## src/rtl/sender_arbiter.sv

```systemverilog
// Grants exclusive use of the shared UART element sender to one of N_REQ requesters,
// with round-robin fairness, drain of an in-flight element and owner-inactivity timeout.
module sender_arbiter #(
  parameter int N_REQ        = 3,
  parameter int IDLE_TIMEOUT = 100_000_000,
  parameter int DATA_W       = 16,
  localparam int IDX_W       = (N_REQ > 1) ? $clog2(N_REQ) : 1,
  localparam int CNT_W       = $clog2(IDLE_TIMEOUT + 1)
) (
  input  logic                            clk,
  input  logic                            rst_n,
  input  logic [N_REQ-1:0]                req_lock,
  input  logic [N_REQ-1:0]                req_start,
  input  logic [N_REQ-1:0]                req_is_last_col,
  input  logic [N_REQ-1:0]                req_newline_only,
  input  logic [N_REQ-1:0]                req_id,
  input  logic [N_REQ-1:0][DATA_W-1:0]    req_data,
  output logic [N_REQ-1:0]                req_ready,
  output logic [N_REQ-1:0]                req_done,
  output logic                            snd_start,
  output logic                            snd_is_last_col,
  output logic                            snd_newline_only,
  output logic                            snd_id,
  output logic signed [DATA_W-1:0]        snd_data,
  input  logic                            snd_ready,
  input  logic                            snd_done,
  output logic                            grant_valid,
  output logic [IDX_W-1:0]                grant_idx,
  output logic                            timeout_err
);

  localparam logic [1:0] ST_IDLE  = 2'd0;
  localparam logic [1:0] ST_OWN   = 2'd1;
  localparam logic [1:0] ST_DRAIN = 2'd2;

  logic [1:0]        state_q, state_d;
  logic [IDX_W-1:0]  grant_idx_q, grant_idx_d;
  logic [IDX_W-1:0]  last_grant_q, last_grant_d;
  logic              grant_valid_q;
  logic              in_flight_q, in_flight_d, in_flight_nx;
  logic [N_REQ-1:0]  lockout_q, lockout_d;
  logic [CNT_W-1:0]  idle_cnt_q, idle_cnt_d;
  logic              timeout_err_q, timeout_err_d;
  logic [N_REQ-1:0]  elig;
  logic              fire;

  logic                     lat_is_last_col_p0;
  logic                     lat_newline_only_p0;
  logic                     lat_id_p0;
  logic signed [DATA_W-1:0] lat_data_p0;

  // First eligible index after 'last', wrapping around.
  function automatic logic [IDX_W-1:0] rr_pick(input logic [N_REQ-1:0] req,
                                               input logic [IDX_W-1:0] last);
    logic [IDX_W-1:0] pick;
    logic [N_REQ-1:0] sh;
    int               idx;
    pick = '0;
    for (int k = N_REQ; k >= 1; k--) begin
      idx = (int'(last) + k) % N_REQ;
      sh  = req >> idx;
      if (sh[0]) pick = IDX_W'(idx);
    end
    return pick;
  endfunction

  assign fire = (state_q == ST_OWN) && req_start[grant_idx_q];
  assign elig = req_lock & ~lockout_q;

  always_comb begin
    snd_start        = 1'b0;
    snd_is_last_col  = 1'b0;
    snd_newline_only = 1'b0;
    snd_id           = 1'b0;
    snd_data         = '0;
    req_ready        = '0;
    req_done         = '0;
    if (state_q == ST_OWN) begin
      snd_start                = req_start[grant_idx_q];
      snd_is_last_col          = req_is_last_col[grant_idx_q];
      snd_newline_only         = req_newline_only[grant_idx_q];
      snd_id                   = req_id[grant_idx_q];
      snd_data                 = req_data[grant_idx_q];
      req_ready[grant_idx_q]   = snd_ready;
      req_done[grant_idx_q]    = snd_done;
    end else if (state_q == ST_DRAIN) begin
      snd_is_last_col          = lat_is_last_col_p0;
      snd_newline_only         = lat_newline_only_p0;
      snd_id                   = lat_id_p0;
      snd_data                 = lat_data_p0;
      req_done[grant_idx_q]    = snd_done;
    end
  end

  always_comb begin
    state_d       = state_q;
    grant_idx_d   = grant_idx_q;
    last_grant_d  = last_grant_q;
    in_flight_d   = in_flight_q;
    lockout_d     = lockout_q & req_lock;
    idle_cnt_d    = idle_cnt_q;
    timeout_err_d = 1'b0;
    in_flight_nx  = req_start[grant_idx_q] | (in_flight_q & ~snd_done);
    case (state_q)
      ST_IDLE: begin
        if (|elig) begin
          state_d     = ST_OWN;
          grant_idx_d = rr_pick(elig, last_grant_q);
          in_flight_d = 1'b0;
          idle_cnt_d  = '0;
        end
      end
      ST_OWN: begin
        in_flight_d = in_flight_nx;
        if (!req_lock[grant_idx_q]) begin
          // A transfer still outstanding (or launched this cycle) must finish first.
          state_d      = in_flight_nx ? ST_DRAIN : ST_IDLE;
          last_grant_d = grant_idx_q;
          idle_cnt_d   = '0;
        end else if (req_start[grant_idx_q]) begin
          idle_cnt_d = '0;
        end else if (!in_flight_q) begin
          if (idle_cnt_q == CNT_W'(IDLE_TIMEOUT - 1)) begin
            state_d                = ST_IDLE;
            timeout_err_d          = 1'b1;
            lockout_d[grant_idx_q] = 1'b1;
            last_grant_d           = grant_idx_q;
            in_flight_d            = 1'b0;
            idle_cnt_d             = '0;
          end else begin
            idle_cnt_d = idle_cnt_q + CNT_W'(1);
          end
        end
      end
      ST_DRAIN: begin
        if (snd_done) begin
          state_d     = ST_IDLE;
          in_flight_d = 1'b0;
        end
      end
      default: state_d = ST_IDLE;
    endcase
  end

  always_ff @(posedge clk or negedge rst_n) begin
    if (!rst_n) begin
      state_q       <= ST_IDLE;
      grant_idx_q   <= '0;
      last_grant_q  <= IDX_W'(N_REQ - 1);
      grant_valid_q <= 1'b0;
      in_flight_q   <= 1'b0;
      lockout_q     <= '0;
      idle_cnt_q    <= '0;
      timeout_err_q <= 1'b0;
    end else begin
      state_q       <= state_d;
      grant_idx_q   <= grant_idx_d;
      last_grant_q  <= last_grant_d;
      grant_valid_q <= (state_d != ST_IDLE);
      in_flight_q   <= in_flight_d;
      lockout_q     <= lockout_d;
      idle_cnt_q    <= idle_cnt_d;
      timeout_err_q <= timeout_err_d;
    end
  end

  // Element fields captured at each accepted start, replayed while draining.
  always_ff @(posedge clk) begin
    if (fire) begin
      lat_is_last_col_p0  <= req_is_last_col[grant_idx_q];
      lat_newline_only_p0 <= req_newline_only[grant_idx_q];
      lat_id_p0           <= req_id[grant_idx_q];
      lat_data_p0         <= req_data[grant_idx_q];
    end
  end

  assign grant_valid = grant_valid_q;
  assign grant_idx   = grant_idx_q;
  assign timeout_err = timeout_err_q;

endmodule
```

## config.mk

```make
export PLATFORM = sky130hd
export DESIGN_NAME = sender_arbiter
export DESIGN_NICKNAME = d
export VERILOG_FILES = /design/src/rtl/sender_arbiter.sv
export SDC_FILE = /design/constraint.sdc
export NUM_CORES = 1
export LEC_CHECK = 0
export ABC_CLOCK_PERIOD_IN_PS = 7250
export CAP_MARGIN = 20
export CORE_MARGIN = 2
export CORE_UTILIZATION = 53
export CTS_BUF_LIST = sky130_fd_sc_hd__clkbuf_16
export DETAILED_ROUTE_END_ITERATION = 8
export PLACE_DENSITY = 0.95
export SYNTH_ARGS = -nofsm -noshare
export SYNTH_HDL_FRONTEND = slang
export SYNTH_SLANG_ARGS = --single-unit
```

## constraint.sdc

```tcl
create_clock -name clk -period 7.25 [get_ports clk]
set_input_delay 1.45 -clock clk [delete_from_list [all_inputs] [get_ports clk]]
set_output_delay 1.45 -clock clk [all_outputs]
set_load 0.01 [all_outputs]
```

==> out/summary.log, run 1 <==
qor: clocking.count_of_buffers_added_by_post_cts_timing_repair_for_setup 0
qor: sta.fin_skew 5.37 ps
qor: cells_and_area.commonest_cells_after_routing_fill_and_taps_aside clkdlybuf4s50_1, nand2_1, dfrtp_1
qor: grt.grt_start_max_net_pins 40
qor: logic_synthesis.synth_ff_type dfrtp_1
qor: cells_and_area.layout_commonest_cell clkdlybuf4s50_1
qor: clocking.postCtsResizedCells 0
qor: setup_path.r2r_end idle_cnt_q[14]$_DFFE_PN0P_
qor: detailed_routing.route.detailed.vias_per_inst 6.25
qor: setup_path.critical-path-top-cell-by-count clkdlybuf4s50_1
qor: clocking.cts.clk_slew.worst_paths 50 ps
qor: sta.final-max-slew-violation-count 0
qor: grt.wire_length_of_the_first_global_routing_pass 16.1 mm
qor: detailed_routing.post_drt_wl_per_cell 18.6 um
qor: die.row_count 30
qor: setup_path.max_stage_delay 640 ps
qor: cells_and_area.final_net_count 559
qor: sta.slew_headroom 38.1%
qor: clocking.holdBufCountCts 0
qor: pwr.pwr-share-clk 23.6%
qor: logic_synthesis.ys_async_sr_fraction 67.2%
qor: placement.gp_congestion 0.884
qor: setup_path.cp_class primary input to primary output
qor: setup_path.cp_data_arrival_time 3460 ps
qor: die.dieWidth 87.4 um
qor: setup_path.startpoint req_start[0]
qor: detailed_routing.dr.first_iter.drc_count 240
qor: grt.initial_antenna_violation_count 0
qor: die.floorplan.die.height 87.4 um
qor: clocking.tritoncts yes
qor: pwr.p_per_cell_area 371 nW/um^2
qor: setup_path.startpoint_type primary input
qor: clocking.worstSkewPairLatency 320 ps
qor: pwr.cellLeakagePower 2.03 nW
qor: pwr.cell_internal_pwr 1.14 mW
qor: logic_synthesis.proportion_of_synthesized_chip_area_in_sequential_cells 42.0%
qor: pwr.p_sw 711 uW
qor: sta.finalHoldViolations 0
qor: worst_hold_path.worstHoldStart lockout_q[0]$_DFF_PN0_
qor: pwr.seqPwrFrac 25.5%
qor: grt.global_route.overflow_total 0
qor: setup_path.worst_r2r_path_depth 7
qor: logic_synthesis.synth-seq-cells 58
qor: die.design.die.area 7640 sq um
qor: cells_and_area.fill_cells 429
qor: clocking.numCtsBuffers 9
qor: setup_path.cp_cell_sequence clkdlybuf4s50_1 > mux2i_1 > o21ai_0 > and2_1 > clkdlybuf4s50_1
qor: die.design.portCount 97
qor: sta.tns 0 ps
qor: cells_and_area.stdcell_area 4990 sq um
qor: pwr.power.ir.vdd_worst 0.000191 V
qor: pwr.design_power_total 1.85 mW
qor: logic_synthesis.synth_enable_flop_cells 19
qor: worst_hold_path.hold_depth 2
qor: sta.maxClockFrequency 203 MHz
qor: setup_path.r2r_slack 4090 ps
qor: die.core_area 6760 sq um
qor: setup_path.endpoint_kind primary output
qor: sta.timing_worst_slew_pin_value 919 ps
qor: logic_synthesis.netlist-cell-type-count 56
qor: clocking.cts_buffer_depth 2
qor: logic_synthesis.synthCells 390
qor: outcome.outcome completed
qor: cells_and_area.ratio_of_cells_with_drive_above_1_in_the_final_layout 8.02%
qor: logic_synthesis.post_synth_instance_area 3690 sq um
qor: sta.setup_violations 0
qor: sta.grt_setup_unrepaired no
qor: grt.first_global_vias 3346
qor: detailed_routing.detail_route.drc_violations 0
qor: clocking.numClockSinks 58
qor: detailed_routing.drtAntennaViolNets 0
qor: setup_path.timing.rr.start grant_idx[1]$_DFFE_PN0P_
qor: run.maxCapViolations 0
qor: setup_path.critical-path-slowest-cell o21ai_0
qor: pwr.pwr-share-comb 50.8%
qor: clocking.clock-root-buffer clkbuf_16
qor: cells_and_area.area.growth.synth_to_final 35.3%
qor: placement.placedInstanceArea 4660 sq um
qor: logic_synthesis.synth_area_per_cell 9.45 sq um
qor: logic_synthesis.yosysWarningCount 0
qor: pwr.swShare 38.5%
qor: detailed_routing.vias 3538
qor: setup_path.worstPathMaxFanout 4
qor: clocking.cts_htree_levels 3
qor: grt.groute.usage.overall 27.3%
qor: worst_hold_path.whs_endpoint lockout_q[0]$_DFF_PN0_
qor: setup_path.worst_ep_required_time 5800 ps
qor: die.initial_core_util 54.6%
qor: sta.final.period_utilization 67.8%
qor: cells_and_area.antenna_fix_cells 0
qor: sta.layout_min_cycle_time 4910 ps
qor: detailed_routing.drtPass1Iterations 5
qor: logic_synthesis.synth_fp_nets 468
qor: placement.dp_hpwl 6.94 mm
qor: worst_hold_path.hold_path.class flop to flop
qor: detailed_routing.routed_wl 10.5 mm
qor: placement.numPortBuffers 96
[area by class of cell]
| cell class | instances | area (sq um) | share of cell area, % |
|---|---|---|---|
| Multi-Input combinational cell | 300 | 1990 | 39.9 |
| Sequential cell | 58 | 1550 | 31.0 |
| Timing Repair Buffer | 101 | 997 | 20.0 |
| Clock buffer | 9 | 225 | 4.52 |
| Tap cell | 80 | 100 | 2.01 |
| Clock inverter | 7 | 85.1 | 1.71 |
| Inverter | 11 | 41.3 | 0.828 |
[worst max-delay path, delay by kind of cell]
| family | cells | cell delay (ps) |
|---|---|---|
| AO/OA/AOI/OAI | 1 | 640 |
| buffers and inverters | 2 | 1040 |
| AND/OR/NAND/NOR | 1 | 240 |
| multiplexers | 1 | 100 |
[routing by layer]
layer  routed length [um]  up-vias  global-route usage (%)
li1                     -     1605                       -
met1                 4080     1706                    32.7
met2                 5140      195                    45.6
met3                  900       32                    7.30
met4                  386        0                    12.4
met5                    0        -                       0
[power by group through the flow]
| stage | logic [mW] | clock network (mW) | registers, mW |
|---|---|---|---|
| 4_1_cts | 0.922 | 0.441 | 0.469 |
| 3_3_place_gp | 0.876 | 0 | 0.469 |
| 2_1_floorplan | 0.586 | 0 | 0.468 |
| 6_report | 0.940 | 0.437 | 0.471 |
| 3_5_place_dp | 0.905 | 0 | 0.472 |
| 5_1_grt | 1.02 | 0.456 | 0.478 |
[synthesized netlist by cell type (all sizes together) (4+ instances only)]
cell type,count,share of area (%)
and2,5,0.85
nor2,35,3.6
inv,11,1.1
ha,11,3.7
mux2i,22,6.0
nand3,20,2.7
nor3,9,2.1
nor4,5,1.4
a31oi,5,0.85
a21o,6,1.2
o31ai,4,0.81
xnor2,6,1.4
clkbuf,14,1.5
a22o,24,5.7
nand2,52,5.4
and3,5,0.85
nor2b,4,0.68
buf,7,1.5
xor2,7,1.7
nand4,9,1.5
edfxtp,19,15
nand2b,4,0.68
o311ai,5,1.2
a21oi,8,1.1
o21ai,29,3.9
dfrtp,38,26
[registers in the layout, indices dropped and copies added (netlist names)]
register,flops
idle_cnt_q,27
lat_data_p0,16
lockout_q,3
grant_idx,2
last_grant_q,2
state_q,2
grant_valid,1
in_flight_q,1
lat_id_p0,1
lat_is_last_col_p0,1
lat_newline_only_p0,1
timeout_err,1
[worst max path at each step]
stage                endpoint
floorplan           snd_start
finish              snd_start
CTS                 snd_start
global placement    snd_start
global route        snd_start
detailed placement  snd_start
[per-stage QoR]
| step | worst slack [ps] | utilization, % | hold slack, ps | std cells |
|---|---|---|---|---|
| floorplan | 3110 | - | 445 | 390 |
| global placement | 2420 | 69.0 | 462 | 549 |
| detailed placement | 2420 | 69.0 | 481 | 549 |
| CTS | 2340 | 73.6 | 494 | 565 |
| global route | 2270 | 73.8 | 519 | 566 |
| finish | 2340 | 73.8 | 491 | 566 |
[kinds of logic (layout without fill, tap and decap cells)]
group / count (synthesis) / after routing / synth area share [%]
xor gates and xnor gates: 13 / 13 / 3.09
DFF: 58 / 58 / 42.0
adders and majority gates: 11 / 11 / 3.73
and+or+nand+nor: 161 / 161 / 22.5
buffers and inverters: 32 / 128 / 4.11
AOI/OAI and AO/OA: 92 / 92 / 18.3
muxes: 23 / 23 / 6.28
(Power assumes the default switching activity.)
==> inputs of run 2 (changes only) <==
Settings changed: ABC_CLOCK_PERIOD_IN_PS 7250 to 4700, CORE_UTILIZATION 53 to 49, PLACE_DENSITY 0.95 to 0.92.
Clock period 7.25 ns to 4.7 ns, I/O delays scaled along.
==> run 2 against run 1 <==
Against the previous run:
- core utilization decreased by 5.2 points
- cell count increased by 3.4%
- worst hold slack about the same
- power increased by 52%
- non-clock buffer count unchanged
- combinational power increased by 52%
- global-route usage decreased by 0.23 points
- via count decreased by 0.82%
- sequential cell count unchanged
- die area increased by 7.8%
- count of clock-buffer cells in the layout unchanged
- design area decreased by 0.25%
==> out/summary.log, run 2 (synthesized netlist as in run 1, its figures left out) <==
qor: outcome.outcome completed
qor: detailed_routing.detail_route.drc_violations 0 [unchanged]
qor: setup_path.endpoint_kind primary output
qor: setup_path.cp_class flop to primary output
qor: detailed_routing.drtPass1Iterations 5 [unchanged]
qor: pwr.power.ir.vdd_worst 0.000221 V [+16%]
qor: cells_and_area.layout.area.seq 1550 sq um [unchanged]
qor: placement.post_place_setup_slack 850 ps [-1570 ps]
qor: grt.groute.usage.overall 27.0% [-0.23 points]
qor: cells_and_area.final_net_count 559 [unchanged]
qor: clocking.clock-root-buffer clkbuf_16
qor: grt.global_route.overflow_total 0 [unchanged]
qor: sta.final.period_utilization 83.7%
qor: cells_and_area.layout_commonest_cell clkdlybuf4s50_1
qor: clocking.holdBufCountCts 0 [unchanged]
qor: setup_path.startpoint_type flop
qor: cells_and_area.antenna_fix_cells 0 [unchanged]
qor: sta.tns 0 ps [unchanged]
qor: worst_hold_path.hold_path.class flop to flop
qor: setup_path.cp_data_arrival_time 2990 ps [-470 ps]
qor: sta.grt_setup_unrepaired no
qor: die.floorplan.die.height 90.7 um [+3.8%]
qor: die.dieWidth 90.7 um [+3.8%]
qor: clocking.postCtsResizedCells 0 [unchanged]
qor: grt.grt_start_max_net_pins 40 [unchanged]
qor: cells_and_area.commonest_cells_after_routing_fill_and_taps_aside clkdlybuf4s50_1, nand2_1, dfrtp_1
qor: grt.use_met1 31.4% [-1.4 points]
qor: sta.layout_min_cycle_time 3930 ps
qor: sta.setup_violations 0 [unchanged]
qor: cells_and_area.area.growth.synth_to_final 34.9%
qor: setup_path.max_stage_delay 820 ps [+180 ps]
qor: die.design.die.area 8230 sq um [+7.8%]
qor: die.initial_core_util 50.8% [-3.7 points]
qor: detailed_routing.dr.first_iter.drc_count 244 [+1.7%]
qor: clocking.cts_htree_levels 3 [unchanged]
qor: die.row_count 31 [+3.3%]
qor: pwr.design_power_total 2.81 mW [+52%]
qor: cells_and_area.top_register idle_cnt_q
qor: detailed_routing.drtAntennaViolNets 0 [unchanged]
qor: die.core_area 7250 sq um [+7.4%]
qor: setup_path.critical-path-slowest-cell and2b_1
qor: sta.final-max-slew-violation-count 0 [unchanged]
qor: sta.finalHoldViolations 0 [unchanged]
qor: cells_and_area.largestRegisters idle_cnt_q x27, lat_data_p0 x16, lockout_q x3
qor: die.design.portCount 97 [unchanged]
qor: cells_and_area.multi_input_comb_area 1990 sq um [unchanged]
qor: sta.timing_worst_slew_pin_value 928 ps [+8.43 ps]
qor: grt.global_route.usage.met2 47.8% [+2.2 points]
qor: pwr.p_per_cell_area 565 nW/um^2 [+53%]
qor: cells_and_area.ratio_of_cells_with_drive_above_1_in_the_final_layout 7.20% [-0.82 points]
qor: grt.first_global_vias 3522 [+5.3%]
qor: grt.initial_antenna_violation_count 0 [unchanged]
qor: sta.maxClockFrequency 254 MHz
qor: sta.fin_skew 10.5 ps [+5.13 ps]
qor: run.maxCapViolations 0 [unchanged]
qor: clocking.cts_buffer_depth 2 [unchanged]
qor: cells_and_area.fill_cells 504 [+17%]
qor: placement.dp_hpwl 7.54 mm [+8.8%]
qor: detailed_routing.routed_wl 11.0 mm [+4.9%]
qor: grt.grt.busiest_layer met2
qor: grt.wire_length_of_the_first_global_routing_pass 17.7 mm [+9.9%]
qor: grt.grtUsageMet3 7.35% [+0.047 points]
qor: detailed_routing.vias 3509 [-0.82%]
qor: cells_and_area.largest_register_ffs 27 [unchanged]
qor: pwr.cellLeakagePower 2.01 nW [-0.65%]
qor: clocking.numClockSinks 58 [unchanged]
qor: clocking.count_of_buffers_added_by_post_cts_timing_repair_for_setup 0 [unchanged]
qor: clocking.numCtsBuffers 9 [unchanged]
qor: clocking.cts.clk_slew.worst_paths 50 ps [about the same]
qor: detailed_routing.route.detailed.vias_per_inst 6.00 [-4.0%]
qor: detailed_routing.post_drt_wl_per_cell 18.8 um [+1.5%]
qor: sta.slew_headroom 38.1% [about the same]
qor: placement.numPortBuffers 96 [unchanged]
qor: placement.gp_congestion 0.846 [-4.3%]
qor: setup_path.cp_cell_sequence and2b_1 > nand2_1 > o21ai_0 > a22o_1 > clkdlybuf4s50_1
qor: clocking.worstSkewPairLatency 330 ps [about the same]
qor: setup_path.worstPathMaxFanout 22 [+18]
qor: sta.final.hold.worst_slack 491 ps [-0.124 ps]
qor: sta.fin_ws 765 ps [-1570 ps]
qor: clocking.tritoncts yes
qor: setup_path.worst_ep_required_time 3760 ps [-2040 ps]
==> run 2: cell type report <==
class,instances,area share (%)
clock buffer,9,4.53
clock inverter,7,1.06
inverter,11,0.830
multi-input combinational,300,40.0
sequential,58,31.1
tap,99,2.49
timing repair buffer,101,20.0
==> run 2: final timing paths <==
check | slack (ps) | cells after the start | end | startpoint
max in group asynchronous | 3380 | 1 | idle_cnt_q[22]$_DFFE_PN0P_ | rst_n
max reg2reg | 1400 | 6 | idle_cnt_q[5]$_DFFE_PN0P_ | grant_idx[0]$_DFFE_PN0P_
min in group asynchronous | 740 | 1 | idle_cnt_q[25]$_DFFE_PN0P_ | rst_n
max | 770 | 5 | snd_data[5] | grant_idx[0]$_DFFE_PN0P_
min | 490 | 2 | lockout_q[0]$_DFF_PN0_ | lockout_q[0]$_DFF_PN0_
min reg2reg | 490 | 2 | lockout_q[0]$_DFF_PN0_ | lockout_q[0]$_DFF_PN0_
==> run 2: metrics by stage <==
stage,area (sq um),util (%),std cells
CTS,4970,68.6,585
global route,4970,68.6,585
floorplan,3690,-,390
global placement,4700,64.7,569
detailed placement,4700,64.7,569
finish,4970,68.6,585
==> run 2: layer usage <==
layer	wire, um	vias up
met4	239	0
li1	-	1616
met1	4280	1702
met5	0	-
met2	5840	164
met3	665	27
==> run 2: critical path: cells and delay by family (launching register included) <==
kind	cells	cell delay, ps
compound gates	2	430
simple gates	2	990
flops	1	680
buf+inv	1	550
==> run 2: power by group <==
group	switching, mW	internal [mW]	total [mW]
Clock	0.225	0.398	0.623
Combinational	0.794	0.634	1.43
Sequential	0.102	0.659	0.761
==> variant 1 (flow settings as in run 2) <==
Make the reset (`rst_n`) synchronous in one clocked block.
--- a/src/rtl/sender_arbiter.sv
+++ b/src/rtl/sender_arbiter.sv
@@ -144,3 +144,3 @@
 
-  always_ff @(posedge clk or negedge rst_n) begin
+  always_ff @(posedge clk) begin
     if (!rst_n) begin
Function: differs if rst_n is asserted again (counterexample within 4 cycles, from zero or initial values and one cycle with rst_n low); with rst_n held inactive, the same outputs for 4 cycles.
==> variant 1 against run 2 <==
- cell area rose by 1.8%
- worst setup slack better by 0.20 ns
- largest cell class unchanged
- count of clock-buffer cells in the layout increased by 1
- sequential cell count stayed put
- global-route usage rose by 1.3 points
- sequential share of layout area down 4.4 points
- routed wire length is 2.9% higher
- synthesized area down 0.54%
- critical path type unchanged
- highest routed layer unchanged
Power is not compared: it rests on default switching activity, and its combinational part moved more than twofold at a synthesized area within 25%.
==> variant 1: results (changes against run 2) <==
{
  "status": {"value": "finished clean"},
  "postSynthNetCount": {"value": 491, "change": "+4.9%"},
  "worst_path_largest_cell_delay": {"value": 0.71, "unit": "ns", "change": "-0.11 ns"},
  "combinational_family_with_the_most_area_after_synthesis": {"value": "compound AO/OA/AOI/OAI gates"},
  "synth_fa_ha_area_share": {"value": 3.754, "unit": "%", "change": "+0.020 points"},
  "fillers": {"value": 513, "change": "+1.8%"},
  "final.setup_skew": {"value": 0.009115, "unit": "ns", "change": "-0.001385 ns"},
  "worst_r2r_path_cells": {"value": 7, "change": "+1"},
  "crit_path_max_fanout": {"value": 14, "change": "-36%"},
  "grt_first_pass_wirelength": {"value": 18870, "unit": "um", "change": "+6.7%"},
  "num_vias": {"value": 3842, "change": "+9.5%"},
  "initialDrtViolationCount": {"value": 474, "change": "+94%"},
  "drt-total-wl": {"value": 11350, "unit": "um", "change": "+2.9%"},
  "num-nets-final": {"value": 582, "change": "+4.1%"},
  "dpl_worst_slack": {"value": 1.097, "unit": "ns", "change": "+0.2470 ns"},
  "min_to": {"value": "lockout_q[2]$_SDFF_PN0_"},
  "drive_gt1_share": {"value": 7.859, "unit": "%", "change": "+0.66 points"},
  "r2r_slack": {"value": 1.46, "unit": "ns", "change": "+0.06 ns"},
  "max_slew_margin": {"value": 35.35, "unit": "%", "change": "-2.8 points"},
  "gr-usage-all-layers": {"value": 28.31, "unit": "%", "change": "+1.3 points"},
  "seq_area_frac_synth": {"value": 36.86, "unit": "%", "change": "-5.1 points"},
  "final_period_minus_worst_setup_slack": {"value": 3.733, "unit": "ns", "change": "-0.2021 ns"},
  "detail_route.wirelength.met1": {"value": 4508, "unit": "um", "change": "+5.2%"},
  "yosys-top-cells-area": {"value": "sky130_fd_sc_hd__dfxtp_1 (21%), sky130_fd_sc_hd__edfxtp_1 (16%), sky130_fd_sc_hd__mux2i_1 (6.3%)"},
  "met3RoutedLength": {"value": 1026, "unit": "um", "change": "+54%"},
  "groute.layer.met1.usage": {"value": 33.25, "unit": "%", "change": "+1.9 points"},
  "postSynth.asyncResetShare": {"value": 0, "unit": "%", "change": "-67 points"},
  "met2_length": {"value": 5372, "unit": "um", "change": "-7.9%"},
  "most_numerous_cell_types_in_the_synthesized_netlist": {"value": "sky130_fd_sc_hd__dfxtp_1 (39), sky130_fd_sc_hd__o21ai_0 (38), sky130_fd_sc_hd__nand2_1 (36), sky130_fd_sc_hd__mux2i_1 (23), sky130_fd_sc_hd__inv_1 (22)"},
  "worst_path_max_delay_cell": {"value": "sky130_fd_sc_hd__dfxtp_1"},
  "hp-start": {"value": "lockout_q[2]$_SDFF_PN0_"},
  "crit_arrival": {"value": 2.79, "unit": "ns", "change": "-0.20 ns"},
  "crit_start": {"value": "grant_idx[0]$_SDFFE_PN0P_"},
  "groute.layer.met2.usage": {"value": 46.14, "unit": "%", "change": "-1.6 points"}
}
-- variant 1: area by class of cell --
| cell class | instances | area (um2) | share of cell area, % |
|---|---|---|---|
| inverter | 22 | 82.58 | 1.631 |
| sequential | 58 | 1351 | 26.69 |
| clock inverter | 6 | 87.58 | 1.730 |
| tap | 99 | 123.9 | 2.446 |
| clock buffer | 10 | 250.2 | 4.942 |
| timing repair buffer | 106 | 1044 | 20.61 |
| multi-input combinational | 307 | 2125 | 41.96 |
-- variant 1: power by group through the flow --
stage	registers, mW	logic [mW]	clock network (mW)
after floorplan	0.614	0.388	0
after global placement	0.624	0.627	0
after detailed placement	0.626	0.651	0
after CTS	0.616	0.659	0.731
after global routing	0.622	0.721	0.761
final	0.618	0.666	0.732
-- variant 1: per-stage QoR --
stage	std cells	hold WS, ns	utilization (%)
6_report	608	0.4950	69.81
5_1_grt	608	0.5386	69.81
4_1_cts	607	0.4986	69.60
3_5_place_dp	591	0.4796	64.95
3_3_place_gp	591	0.4596	64.95
2_1_floorplan	413	0.4505	-
==> variant 2 (settings of run 2) <==
Made on the original files. Change the parameter `N_REQ` from 3 to 2.
--- a/src/rtl/sender_arbiter.sv
+++ b/src/rtl/sender_arbiter.sv
@@ -3,3 +3,3 @@
 module sender_arbiter #(
-  parameter int N_REQ        = 3,
+  parameter int N_REQ        = 2,
   parameter int IDLE_TIMEOUT = 100_000_000,
Interface: changed (9 resized); port bits go from 97 to 73. No check against the original RTL was run, so the function may have changed too.
==> variant 2 against run 2 <==
- power down 31%
- sequential cell count decreased by 3
- sequential share of layout area increased by 5.5 points
- global-route usage fell by 3.9 points
- worst setup slack gained 0.32 ns
- synthesized area shrank 17%
- routed wire length is 28% lower
- maximum frequency increased by 8.9%
- cell area shrank 19%
- final cell count decreased by 24%
- clock skew is 0.0022 ns lower
- synthesized cell count shrank 23%
- critical path type is now in -> out
- critical endpoint is now snd_start
- highest routed layer unchanged
==> variant 2: results (changes against run 2) <==
{
  "status": {"value": "finished clean"},
  "rr_endpoint": {"value": "idle_cnt_q[23]$_DFFE_PN0P_"},
  "grt_max_degree": {"value": 37, "change": "-7.5%"},
  "irDropWorstVdd": {"value": 0.3426, "unit": "mV", "change": "+55%"},
  "cts_max_level": {"value": 2, "change": "-1"},
  "layout_top_registers": {"value": "idle_cnt_q (27), lat_data_p0 (16)"},
  "postSynth.asyncResetShare": {"value": 65.45, "unit": "%", "change": "-1.8 points"},
  "gr-usage-all-layers": {"value": 23.16, "unit": "%", "change": "-3.9 points"},
  "yosysUniqueCellTypes": {"value": 50, "change": "-11%"},
  "drive_gt1_share": {"value": 11.99, "unit": "%", "change": "+4.8 points"},
  "number_of_buffers_inserted_by_port_buffering": {"value": 72, "change": "-25%"},
  "r2r_slack": {"value": 2.33, "unit": "ns", "change": "+0.93 ns"},
  "crit_path_max_fanout": {"value": 21, "change": "-4.5%"},
  "num-nets-final": {"value": 413, "change": "-26%"},
  "post-dp-hpwl": {"value": 5653, "unit": "um", "change": "-25%"},
  "initialDrtViolationCount": {"value": 225, "change": "-7.8%"},
  "postSynthNetCount": {"value": 346, "change": "-26%"},
  "worst_skew_late_latency": {"value": 0.29, "unit": "ns", "change": "-0.04 ns"},
  "min_to": {"value": "lockout_q[1]$_DFF_PN0_"},
  "clk_pin_slew": {"value": 0.07, "unit": "ns", "change": "+0.02 ns"},
  "hp-start": {"value": "lockout_q[1]$_DFF_PN0_"},
  "cts_buffers": {"value": 5, "change": "-4"},
  "detail_route.first_pass.iterations": {"value": 4, "change": "-1"},
  "grt_first_pass_wirelength": {"value": 13120, "unit": "um", "change": "-26%"},
  "p_leak": {"value": 1.524, "unit": "nW", "change": "-24%"},
  "place.detailed.instances": {"value": 433, "change": "-24%"},
  "crit_arrival": {"value": 2.67, "unit": "ns", "change": "-0.32 ns"}
}
-- variant 2: logic make-up (layout without fill, tap and decap cells) --
logic type	Yosys count	after routing	share of synthesized area, %
compound gates	57	57	13.75
buf+inv	22	90	2.969
simple gates	127	127	22.66
xor+xnor	15	15	4.272
mux	22	22	8.055
fa+ha+maj	1	1	0.4068
flops	55	55	47.88
-- variant 2: layout make-up --
class | count | area (um2)
multi-input combinational | 222 | 1511
inverter | 4 | 15.01
tap | 75 | 93.84
fill | 430 | 1972
timing repair buffer | 78 | 785.8
clock inverter | 3 | 15.01
sequential | 55 | 1473
clock buffer | 5 | 125.1
-- variant 2: through the flow --
stage	worst slack (ns)	hold WS [ns]	instance area [um2]
4_1_cts	0.9650	0.4971	3991
3_5_place_dp	1.128	0.4795	3851
5_1_grt	1.037	0.5384	4019
2_1_floorplan	2.016	0.4581	3075
6_report	1.085	0.4919	4019
3_3_place_gp	1.174	0.4728	3851
-- variant 2: power by group --
part	internal, mW	leakage (nW)	switching [mW]	total (mW)
Combinational	0.471	0.784	0.456	0.927
Clock	0.194	0.0724	0.166	0.360
Sequential	0.605	0.668	0.0603	0.666
-- variant 2: per-layer routing --
layer | wire length [um] | vias up | global-route usage, %
met2 | 4115 | 119 | 39.37
met5 | 0 | - | 0
met3 | 430 | 18 | 3.777
met4 | 204 | 0 | 8.197
met1 | 3154 | 1314 | 29.88
li1 | - | 1259 | -
-- variant 2: worst max-delay path: cells and delay by family --
kind | cells | cell delay, ns
buffers and inverters | 3 | 1.38
multiplexers | 1 | 0.20
AND/OR/NAND/NOR | 1 | 0.14
-- variant 2: worst max path at each step --
stage                     depth (start not counted)  slack (ns)      endpoint             startpoint
final                                             5        1.09     snd_start           req_start[1]
after global routing                              5        1.04     snd_start           req_start[1]
after CTS                                         4        0.97     snd_start  grant_idx$_DFFE_PN0P_
after detailed placement                          5        1.13     snd_start           req_start[1]
after global placement                            5        1.17     snd_start           req_start[0]
after floorplan                                   4        2.02  snd_data[10]  grant_idx$_DFFE_PN0P_
